==> config.mk <==
export PLATFORM = sky130hd
export DESIGN_NAME = axis_sync_fifo
export DESIGN_NICKNAME = d
export VERILOG_FILES = /design/src/rtl/axis_fifo_pkg.sv /design/src/rtl/axis_fifo_ram.sv /design/src/rtl/axis_sync_fifo.sv
export SDC_FILE = /design/constraint.sdc
export NUM_CORES = 1
export LEC_CHECK = 0
export ABC_AREA = 1
export ABC_CLOCK_PERIOD_IN_PS = 3400
export BUFFER_PORTS_ARGS = -buffer_cell sky130_fd_sc_hd__clkbuf_2
export CAP_MARGIN = 20
export CORE_UTILIZATION = 50
export CTS_CLUSTER_DIAMETER = 200
export DETAILED_ROUTE_END_ITERATION = 10
export PLACE_DENSITY = 0.67
export SLEW_MARGIN = 25
export SYNTH_ARGS = -nofsm -noshare
export SYNTH_HDL_FRONTEND = slang
export SYNTH_SLANG_ARGS = --single-unit
==> constraint.sdc <==
create_clock -name clk -period 3.4 [get_ports clk]
set_input_delay 0.68 -clock clk [delete_from_list [all_inputs] [get_ports clk]]
set_output_delay 0.68 -clock clk [all_outputs]
set_load 0.02 [all_outputs]
==> src/rtl/axis_fifo_pkg.sv <==
// Shared constants and parameter-legality helpers for the AXI4-Stream sync FIFO.
package axis_fifo_pkg;

  localparam int DEF_WIDTH         = 8;
  localparam int DEF_DEPTH         = 16;
  localparam int DEF_AEMPTY_THRESH = 2;

  // One extra bit beyond the address gives the wrap flag that separates full from empty.
  function automatic int ptr_width(input int depth);
    return $clog2(depth) + 1;
  endfunction

  function automatic bit depth_ok(input int depth);
    return (depth >= 2) && ((depth & (depth - 1)) == 0);
  endfunction

  function automatic bit afull_ok(input int thresh, input int depth);
    return (thresh >= 1) && (thresh <= depth);
  endfunction

  function automatic bit aempty_ok(input int thresh, input int depth);
    return (thresh >= 0) && (thresh <= depth - 1);
  endfunction

endpackage

==> src/rtl/axis_fifo_ram.sv <==
// DEPTH x WIDTH storage: synchronous write, asynchronous read, contents never reset.
module axis_fifo_ram #(
  parameter int WIDTH = 8,
  parameter int DEPTH = 16,
  parameter int AW    = $clog2(DEPTH)
) (
  input  logic             i_clk,
  input  logic             i_we,
  input  logic [AW-1:0]    i_waddr,
  input  logic [WIDTH-1:0] i_wdata,
  input  logic [AW-1:0]    i_raddr,
  output logic [WIDTH-1:0] o_rdata
);

  logic [WIDTH-1:0] r_mem [DEPTH];

  always_ff @(posedge i_clk) begin
    if (i_we) r_mem[i_waddr] <= i_wdata;
  end

  assign o_rdata = r_mem[i_raddr];

endmodule

==> src/rtl/axis_sync_fifo.sv <==
// Single-clock first-word-fall-through AXI4-Stream FIFO using every entry of its storage.
// Define AXIS_FIFO_LEVEL_EN to add the registered fill_level / almost_full / almost_empty outputs.
module axis_sync_fifo
  import axis_fifo_pkg::*;
#(
  parameter int WIDTH         = DEF_WIDTH,
  parameter int DEPTH         = DEF_DEPTH,
  parameter int AFULL_THRESH  = DEPTH - 2,
  parameter int AEMPTY_THRESH = DEF_AEMPTY_THRESH
) (
  input  logic                       clk,
  input  logic                       rst_n,
  input  logic                       flush,
  input  logic [WIDTH-1:0]           s_axis_tdata,
  input  logic                       s_axis_tvalid,
  output logic                       s_axis_tready,
  output logic [WIDTH-1:0]           m_axis_tdata,
  output logic                       m_axis_tvalid,
  input  logic                       m_axis_tready
`ifdef AXIS_FIFO_LEVEL_EN
  ,
  output logic [ptr_width(DEPTH)-1:0] fill_level,
  output logic                       almost_full,
  output logic                       almost_empty
`endif
);

  localparam int PW = ptr_width(DEPTH);
  localparam int AW = PW - 1;

  if (!(WIDTH >= 1 && depth_ok(DEPTH) && afull_ok(AFULL_THRESH, DEPTH) &&
        aempty_ok(AEMPTY_THRESH, DEPTH))) begin : g_bad_params
    $error("axis_sync_fifo: illegal WIDTH/DEPTH/threshold parameters");
  end

  logic [PW-1:0] r_wr_ptr, r_rd_ptr;
  logic          w_full, w_empty, w_wr, w_rd, w_clear;

  assign w_clear = !rst_n || flush;
  assign w_empty = (r_wr_ptr == r_rd_ptr);
  assign w_full  = (r_wr_ptr[AW-1:0] == r_rd_ptr[AW-1:0]) && (r_wr_ptr[AW] != r_rd_ptr[AW]);

  // Ready/valid come from state only, so a read never frees a slot in its own cycle.
  assign s_axis_tready = !w_full;
  assign m_axis_tvalid = !w_empty;
  assign w_wr          = s_axis_tvalid && !w_full;
  assign w_rd          = m_axis_tready && !w_empty;

  always_ff @(posedge clk) begin
    if (w_clear) begin
      r_wr_ptr <= '0;
      r_rd_ptr <= '0;
    end else begin
      if (w_wr) r_wr_ptr <= r_wr_ptr + PW'(1);
      if (w_rd) r_rd_ptr <= r_rd_ptr + PW'(1);
    end
  end

  axis_fifo_ram #(
    .WIDTH (WIDTH),
    .DEPTH (DEPTH),
    .AW    (AW)
  ) u_ram (
    .i_clk   (clk),
    .i_we    (w_wr && !w_clear),
    .i_waddr (r_wr_ptr[AW-1:0]),
    .i_wdata (s_axis_tdata),
    .i_raddr (r_rd_ptr[AW-1:0]),
    .o_rdata (m_axis_tdata)
  );

`ifdef AXIS_FIFO_LEVEL_EN
  localparam logic [PW-1:0] AF_T = PW'(AFULL_THRESH);
  localparam logic [PW-1:0] AE_T = PW'(AEMPTY_THRESH);

  logic [PW-1:0] r_level, w_level_nxt;
  logic          r_afull, r_aempty;

  always_comb begin
    w_level_nxt = r_level;
    case ({w_wr, w_rd})
      2'b10:   w_level_nxt = r_level + PW'(1);
      2'b01:   w_level_nxt = r_level - PW'(1);
      default: w_level_nxt = r_level;
    endcase
  end

  // Flags are registered from the next level so they track fill_level on the same edge.
  always_ff @(posedge clk) begin
    if (w_clear) begin
      r_level  <= '0;
      r_afull  <= 1'b0;
      r_aempty <= 1'b1;
    end else begin
      r_level  <= w_level_nxt;
      r_afull  <= (w_level_nxt >= AF_T);
      r_aempty <= (w_level_nxt <= AE_T);
    end
  end

  assign fill_level   = r_level;
  assign almost_full  = r_afull;
  assign almost_empty = r_aempty;
`endif

endmodule
==> impl_results.md <==
* WL final at between 10,000 and 15,000 um
* Worst-path clk slew at ~0.050 ns
* Core Area at about 12,000 um2
* Tcrit/Tclk final at between 80% and 90%
* Largest net degree at the start of global routing at 73
* Hold Fails Final Rpt at 0
* Pre-CTS setup slack at ~0.98 ns
* Max_cap viols at 0
* Max Buffers Root-to-Sink at 2
* Hold slack final at 0.526 ns
* Post-synth cell types at 22
* Crit start category: flip-flop
* First-pass GRT wire length at between 15,000 and 20,000 um
* Wire length on met1 at 5890 um
* Worst Path Required at 2.72 ns
* Initial drt markers at roughly 490
* TritonCTS clock tree: built
* Drt wl/cell at 17.3 um
* Met3 Routed Length at 568 um
* Final Max Tran Viols at 0
* Failing checks: design-rule violations
* Sequential area share after synthesis at 68.2%
* Status: finished, violations left
* Via Count at between 3,000 and 4,000
* Peak Freq at roughly 0.35 GHz
* Vias in the first global route at between 3,000 and 4,000
* Port bufs at 22
* Power per standard cell area at approximately 580 nW/um2
* Post-Synthesis Cells at 549
* DRT antenna net count at 0
* Postcts setup bufs at 0
* Final setup skew at ~0.0057 ns
* Die ar. at between 10,000 and 15,000 um2
* Critical path class: flip-flop to output port
* Worst-Skew Late Latency at ~0.42 ns
* Critical path peak fanout at 72
* Final setup fails at 0
* Detail Placement HPWL at about 8000 um
* DR vias/cell at 5.49
* Worst path max stage delay at 0.68 ns
* CP Cell Sequence: buf_12, nand2_1, o211ai_1, nand3_1, nand3_1, nand2_1, clkbuf_2
* CTS Root Buffer Type: clkbuf_16
* H-tree depth at 4
* WL met2 at roughly 5700 um
* Avg Cell Area, Syn at approximately 11 um2
* Clock sinks at 142
* Area Growth Syn to Fin at 13.2%
* Max Used Layer: met4
* Total negative slack at 0 ns
* CP max stage cell: dfxtp_4
* IO Pins at 23
* Warnings from Yosys at 0
* Worst Hold Class: flip-flop to flip-flop
* Mapped Area at around 6000 um2
* Post_cts resized at 0
* FF-to-FF setup slack at roughly 1.1 ns
* Fin crit period at 2.82 ns
* DRC viols at 2
* GP Congestion at a little under 0.8
* Relative slew margins at a little over two fifths
* CTS buffer count at 17
* Remaining Overflow, GRT at 0
* Standard-cell rows at 39
* Initial core utilization at between 50% and 60%
* Syn Nets at 567
* Die Ht at roughly 110 um
* Die X at roughly 110 um
* Arrival time worst endpoint at approximately 2.1 ns
* DRT Pass-1 Iters at 7
* Initial antenna violation count at 0
* Post-route worst setup slack at just under 0.6 ns
* Worst-margin pin slew at around 0.85 ns
* Gr usage total at a little over a fifth
* Unrepaired setup endpoints after global routing: false
* Setup crit end kind: output port
* Register bit total from synthesis at between 100 and 150
* VDD IR max at between 0.3 and 0.4 mV
* Cts hold-fix bufs at 0
* Ratio of cells with drive above 1 in the final layout at ~11%
* N_diodes at 0
* Static Leak at 2.46 nW
* Final #Nets at approximately 580
## metrics by stage
stage,total power [W],util (%),std cells,instance area [um2]
after floorplan,0.00204,-,549,6050
after global placement,0.00209,53.8,687,6240
after detailed placement,0.00210,53.8,687,6240
after CTS,0.00396,59.0,719,6850
after global routing,0.00404,59.0,719,6850
final,0.00394,59.0,719,6850
## cell usage in the layout, fill, tap and decap left out, types with 3 or more instances in the layout
| cell type | count |
|---|---|
| nand2_1 | 82 |
| clkbuf_16 | 17 |
| nor2_1 | 34 |
| a21oi_1 | 41 |
| o21ai_0 | 32 |
| dfxtp_1 | 12 |
| o211ai_1 | 32 |
| ha_1 | 5 |
| nand3_1 | 59 |
| clkinv_1 | 5 |
| clkinvlp_4 | 3 |
| bufinv_16 | 4 |
| clkbuf_2 | 22 |
| inv_2 | 3 |
| edfxtp_1 | 128 |
| clkinv_2 | 3 |
| inv_1 | 80 |
## flip-flops by register name (all words and copies together), names as in the netlist, named ones only
signal,count
u_ram.r_mem,128
r_rd_ptr,5
r_wr_ptr,5
## power by group
group          switching, W  total, W  internal [W]
sequential        0.0000127   0.00192       0.00191
combinational     0.0000999  0.000142     0.0000423
clock              0.000670   0.00188       0.00121
total              0.000783   0.00394       0.00316
## kinds of logic (layout without fill, tap and decap cells)
| logic type | Yosys count | in the layout | share of synthesized area [%] |
|---|---|---|---|
| compound gates | 106 | 106 | 10.2 |
| fa+ha+maj | 5 | 5 | 1.03 |
| flops | 142 | 142 | 68.2 |
| simple gates | 181 | 181 | 12.8 |
| xor+xnor | 1 | 1 | 0.145 |
| buf+inv | 114 | 141 | 7.71 |
## worst max-delay path, delay by kind of cell, from the launching register on
kind,cells,cell delay (ns)
AO/OA/AOI/OAI,1,0.10
AND/OR/NAND/NOR,4,0.43
flip-flops,1,0.68
buffers and inverters,2,0.49
## path summary, 6_finish.rpt
check,end,cells after the start,startpoint
setup / recovery,m_axis_tdata[0],7,flip-flop
hold / removal,r_rd_ptr[4],2,r_rd_ptr[4]
setup reg to reg,u_ram.r_mem[8][6],7,r_wr_ptr[0]
hold reg to reg,r_rd_ptr[4],2,r_rd_ptr[4]
## cell usage after synthesis
cell	count	area share, %
buf_6	1	0.19
inv_2	3	0.19
xnor2_1	1	0.14
nand3_2	2	0.33
buf_2	13	1.1
edfxtp_1	128	64
ha_1	5	1.0
nor2_2	2	0.21
nand4_1	1	0.10
nand3_1	59	4.9
o211ai_1	32	4.0
inv_1	80	5.0
clkbuf_1	12	0.74
nor3_1	1	0.083
buf_4	4	0.50
dfxtp_1	14	4.6
buf_1	1	0.062
o21ai_0	32	2.6
a21oi_2	1	0.14
a21oi_1	41	3.4
nor2_1	34	2.1
nand2_1	82	5.1
## routing by layer
layer  track usage, %  vias to the layer above
met1             29.5                     1902
met5                0                        -
li1                 -                     1917
met3             4.95                       21
met2             32.1                      110
met4             9.33                        0
## cell type report
class / instances / area, um2
Timing Repair Buffer: 26 / 165
Tap cell: 143 / 179
Multi-Input combinational cell: 293 / 1460
Inverter: 83 / 312
Clock buffer: 17 / 425
Clock inverter: 15 / 176
Fill cell: 912 / 4770
Sequential cell: 142 / 4130
No activity file was read; power rests on OpenSTA's default activity.
